### src/rtl/fp2dec_sched.sv
// rtl/fp2dec_sched.sv - two-requester scheduler for an IEEE754-to-decimal converter
// Grants one requester at a time, filters special exponents, and aborts a stalled converter.
module fp2dec_sched #(
  parameter int TIMEOUT = 4096,
  parameter int TW      = 13
) (
  input  logic        CLK,
  input  logic        RST,
  input  logic        req0,
  input  logic        req1,
  input  logic [31:0] fp0,
  input  logic [31:0] fp1,
  output logic        ack0,
  output logic        ack1,
  output logic [4:0]  res_nguyen,
  output logic [19:0] res_le,
  output logic [8:0]  res_lt,
  output logic        res_sign,
  output logic        res_err,
  output logic        res_id,
  output logic        conv_start,
  output logic [31:0] conv_in,
  output logic        conv_rst,
  input  logic        conv_done,
  input  logic [4:0]  conv_nguyen,
  input  logic [19:0] conv_le,
  input  logic [8:0]  conv_lt,
  output logic        busy
);

  typedef enum logic [1:0] {
    IDLE  = 2'd0,
    ISSUE = 2'd1,
    WAIT  = 2'd2,
    RESP  = 2'd3
  } state_t;

  state_t         state;
  state_t         next_state;
  logic [TW-1:0]  cnt;
  logic           prio;
  logic           gnt;
  logic           gnt_id;
  logic [31:0]    gnt_fp;
  logic [7:0]     gnt_exp;
  logic           done_hit;
  logic           timeout_hit;
  logic           resp_id;

  always_comb begin
    next_state  = state;
    gnt         = 1'b0;
    gnt_id      = 1'b0;
    gnt_fp      = fp0;
    gnt_exp     = 8'd0;
    done_hit    = (state == WAIT) && conv_done;
    timeout_hit = (state == WAIT) && !conv_done && (cnt == TW'(TIMEOUT - 1));
    case (state)
      IDLE: begin
        if (req0 || req1) begin
          gnt     = 1'b1;
          gnt_id  = (req0 && req1) ? prio : req1;
          gnt_fp  = gnt_id ? fp1 : fp0;
          gnt_exp = gnt_fp[30:23];
          // zero and Inf/NaN exponents are answered without the converter
          if (gnt_exp == 8'hFF || gnt_exp == 8'h00) next_state = RESP;
          else                                       next_state = ISSUE;
        end
      end
      ISSUE: next_state = WAIT;
      WAIT: begin
        if (done_hit || timeout_hit) next_state = RESP;
      end
      RESP:    next_state = IDLE;
      default: next_state = IDLE;
    endcase
    resp_id = gnt ? gnt_id : res_id;
  end

  always_ff @(posedge CLK) begin
    if (RST) begin
      state      <= IDLE;
      cnt        <= '0;
      prio       <= 1'b0;
      ack0       <= 1'b0;
      ack1       <= 1'b0;
      res_nguyen <= '0;
      res_le     <= '0;
      res_lt     <= '0;
      res_sign   <= 1'b0;
      res_err    <= 1'b0;
      res_id     <= 1'b0;
      conv_start <= 1'b0;
      conv_in    <= '0;
      conv_rst   <= 1'b1;
      busy       <= 1'b0;
    end else begin
      state      <= next_state;
      busy       <= (next_state != IDLE);
      conv_start <= (state == IDLE) && (next_state == ISSUE);
      conv_rst   <= timeout_hit;
      ack0       <= (next_state == RESP) && !resp_id;
      ack1       <= (next_state == RESP) && resp_id;

      if (state == ISSUE)     cnt <= '0;
      else if (state == WAIT) cnt <= cnt + TW'(1);

      if (gnt) begin
        conv_in  <= gnt_fp;
        res_id   <= gnt_id;
        res_sign <= gnt_fp[31];
      end

      if (gnt && next_state == RESP) begin
        res_nguyen <= '0;
        res_le     <= '0;
        res_lt     <= '0;
        res_err    <= (gnt_exp == 8'hFF);
      end else if (done_hit) begin
        res_nguyen <= conv_nguyen;
        res_le     <= conv_le;
        res_lt     <= conv_lt;
        res_err    <= 1'b0;
      end else if (timeout_hit) begin
        res_nguyen <= '0;
        res_le     <= '0;
        res_lt     <= '0;
        res_err    <= 1'b1;
      end

      // the requester just served loses the next tie
      if (state == RESP) prio <= ~res_id;
    end
  end

endmodule
### config.mk
export PLATFORM = sky130hd
export DESIGN_NAME = fp2dec_sched
export DESIGN_NICKNAME = d
export VERILOG_FILES = /design/src/rtl/fp2dec_sched.sv
export SDC_FILE = /design/constraint.sdc
export NUM_CORES = 1
export LEC_CHECK = 0
export BUFFER_PORTS_ARGS = -buffer_cell sky130_fd_sc_hd__buf_2
export CORE_ASPECT_RATIO = 0.9
export CORE_MARGIN = 4
export CORE_UTILIZATION = 40
export CTS_CLUSTER_DIAMETER = 200
export DETAILED_ROUTE_END_ITERATION = 8
export GPL_TIMING_DRIVEN = 1
export HOLD_SLACK_MARGIN = 0.08
export PLACE_DENSITY = 0.84
export SYNTH_ARGS = -nofsm -noshare
export SYNTH_HDL_FRONTEND = slang
export SYNTH_SLANG_ARGS = --single-unit
### constraint.sdc
create_clock -name CLK -period 1.8 [get_ports CLK]
set_clock_uncertainty 0.15 [all_clocks]
set_input_delay 0.36 -clock CLK [delete_from_list [all_inputs] [get_ports CLK]]
set_output_delay 0.36 -clock CLK [all_outputs]
set_load 0.02 [all_outputs]
==> impl_metrics.ini <==
[run_status]
status = finished, violations left
violations = negative setup slack

[worst_setup_path]
endpoint_kind = register
cp_slowest_cell = dfxtp_2
worstPathMaxFanout = 34
path_class = register to register
start_kind = register
arrival_ns = 1.93
crit_path_cell_trace = ha_4 > nand4_1 > or2_1 > or3_4 > buf_12 > nand3_1 > a21oi_1
crit_path_max_incr_delay_ns = 0.36
cp.required_ns = 1.89

[cells_and_area]
diodes = 0
finalInstanceArea_um2 = 5573
layout-drive-gt1-share_pct = 40.86
n_fill_cell = 781
syn_to_final_growth_pct = 45.03
final_util_pct = 60.25
layout.nets = 776

[logic_synthesis]
synth_compound_area_share_pct = 15.70
synth_edf_count = 0
yosys.area.top_type_share_pct = 46.37
ys_seq_elements = 89
yosysUniqueCellTypes = 45
syn-num-nets = 576
synth_area_leaders = dfxtp_1 (46%), nand3_1 (9.1%), a311oi_1 (7.5%), nand2_1 (7.0%), nor2_1 (5.3%)
yosysTopAreaCell = dfxtp_1
yosysMostFrequentCell = dfxtp_1
synth_top_family_by_area = simple AND/OR/NAND/NOR gates
synth_xor_area_share_pct = 2.507
yosysWarnings = 0
synth_ff_type = dfxtp_1
synth_area_per_cell_um2 = 8.210
ys_top_cells_by_count = dfxtp_1 (89), nand2_1 (72), nand3_1 (70)
syn_inst = 468
synth.mux.area_fraction_pct = 0.5210
async_flop_share_pct = 0
synth_fa_ha_area_share_pct = 1.628
synthSimpleGateAreaFrac_pct = 27.35
syn-cell-area_um2 = 3842
seq_area_frac_synth_pct = 46.37

[power]
power_mw = 6.086
p_per_area_nw_per_um2 = 1092
peakVddDrop_mv = 0.7074
leakage_nw = 2.448

[timing]
timing.hold.ws_ns = 0.1029
tightest_slew_ns = 0.4272
relSlewSlack_pct = 71.52
worst_slack_ns = -0.04229
rsz0062_at_grt = yes
min_period_ns = 1.842
drv_slew = 0
max_freq_ghz = 0.5428
hold_viol = 0
finalSetupTns_ns = -0.7754
period_share_pct = 102.3
finalSetupViolations = 35

[routing]
avgRoutedWirePerCell_um = 14.60
ant_nets = 0
vias = 4235
first_pass_iters = 6
avgViaCountPerCell = 5.327
drtIter0Drc = 432
drt-total-wl_um = 11610
route.detailed.drc = 0

[global_routing]
track_usage_pct = 19.79
grt_max_degree = 36
grt_antenna_before_repair = 0
overflow = 0
grt_pass1_wl_um = 18600
grt_pass1_vias = 4020

[clock_network]
cts_sinks = 89
clkLatencyLatePin_ns = 0.35
root_buffer = clkbuf_8
cts_tree = yes
cts_buffers = 9
clockBufferDepth = 2
cts_htree_levels = 3
clkTransAtPathRegs_ns = 0.09

[floorplan]
num_rows = 33
initial_utilization_pct = 41.54
die_area_um2 = 11240
pin_count = 177
core_um2 = 9249
die_h_um = 101.0
fp.dieW_um = 111.3

[placement]
placed_area_um2 = 5086
dp_hpwl_um = 8538
portBuffers = 176
gp_congestion = 0.8457

[worst_hold_path]
min_path_type = input pin to register

[job]
cap_violations = 0
-- metrics by stage --
stage / instances / setup WS (ns)
floorplan: 468 / -0.05333
global placement: 767 / -0.2650
detailed placement: 767 / -0.2925
CTS: 789 / -0.04891
global route: 795 / -0.1318
finish: 795 / -0.04229
-- timing repair --
item / 4_1_cts / 5_1_grt
gates resized for setup: 3 / 20
pin swaps: 0 / 2
endpoints found under the setup margin: 37 / 75
cloned: 0 / 2
hold buffers: 6 / 0
endpoints found under the hold margin: 6 / 0
setup buffers: 0 / 4
-- flip-flops by register name, summed over array words and instances, names as in the netlist, 2 cells and up --
name,cells
res_nguyen,5
cnt,13
res_le,20
state,2
conv_in,31
res_lt,9
-- report_power, final --
group          switching (mW)  leakage, nW  internal (mW)  total, mW
combinational            1.25         1.61          0.916       2.17
clock                   0.730        0.106          0.794       1.52
sequential              0.147        0.729           2.24       2.39
total                    2.13         2.45           3.95       6.09
-- placed cells by master, fill, tap and decap left out, types with 9 or more instances in the layout --
| cell | synthesis | routed |
|---|---|---|
| a311oi_2 | 0 | 11 |
| buf_4 | 1 | 39 |
| dfxtp_1 | 89 | 86 |
| buf_2 | 5 | 176 |
| a21oi_1 | 35 | 35 |
| nand3_1 | 70 | 69 |
| nor2_1 | 54 | 54 |
| nand2_1 | 72 | 72 |
| nand4_1 | 9 | 9 |
| a311oi_1 | 33 | 22 |
| clkbuf_8 | 3 | 9 |
-- worst paths after layout --
kind / to / depth (start not counted) / from / slack, ns
hold reg to reg: res_lt[1] / 2 / res_lt[1] / 0.32
setup reg to reg: res_lt[0] / 7 / cnt[1] / -0.04
hold / removal: res_le[14] / 3 / conv_le[14] / 0.10
setup / recovery: res_lt[0] / 7 / cnt[1] / -0.04
-- final cells by class --
| class | count | area (µm²) | area share (%) |
|---|---|---|---|
| Multi-Input combinational cell | 335 | 1991 | 35.72 |
| Sequential cell | 89 | 1785 | 32.04 |
| Timing Repair Buffer | 229 | 1404 | 25.19 |
| Tap cell | 122 | 152.6 | 2.739 |
| Clock buffer | 9 | 123.9 | 2.223 |
| Clock inverter | 7 | 101.3 | 1.819 |
| Inverter | 4 | 15.01 | 0.2694 |
-- layer usage --
layer / vias up / share of wire, % / track usage, %
met5: - / 0 / 0
met4: 0 / 1.9 / 8.138
met3: 23 / 10 / 5.342
met2: 227 / 47 / 32.68
met1: 1929 / 41 / 24.64
li1: 2056 / - / -
-- logic make-up after synthesis --
| group | after synthesis |
|---|---|
| and+or+nand+nor | 231 |
| DFF | 89 |
| AOI/OAI and AO/OA | 86 |
| buffers and inverters | 44 |
| xor gates and xnor gates | 11 |
| adders and majority gates | 5 |
| muxes | 2 |
-- worst max-delay path: cells and delay by family (launching register included) --
| family | cells | cell delay [ns] |
|---|---|---|
| flops | 1 | 0.36 |
| simple gates | 4 | 0.83 |
| compound gates | 1 | 0.07 |
| buf+inv | 1 | 0.18 |
| fa+ha+maj | 1 | 0.13 |
No activity file was read; power rests on OpenSTA's default activity.
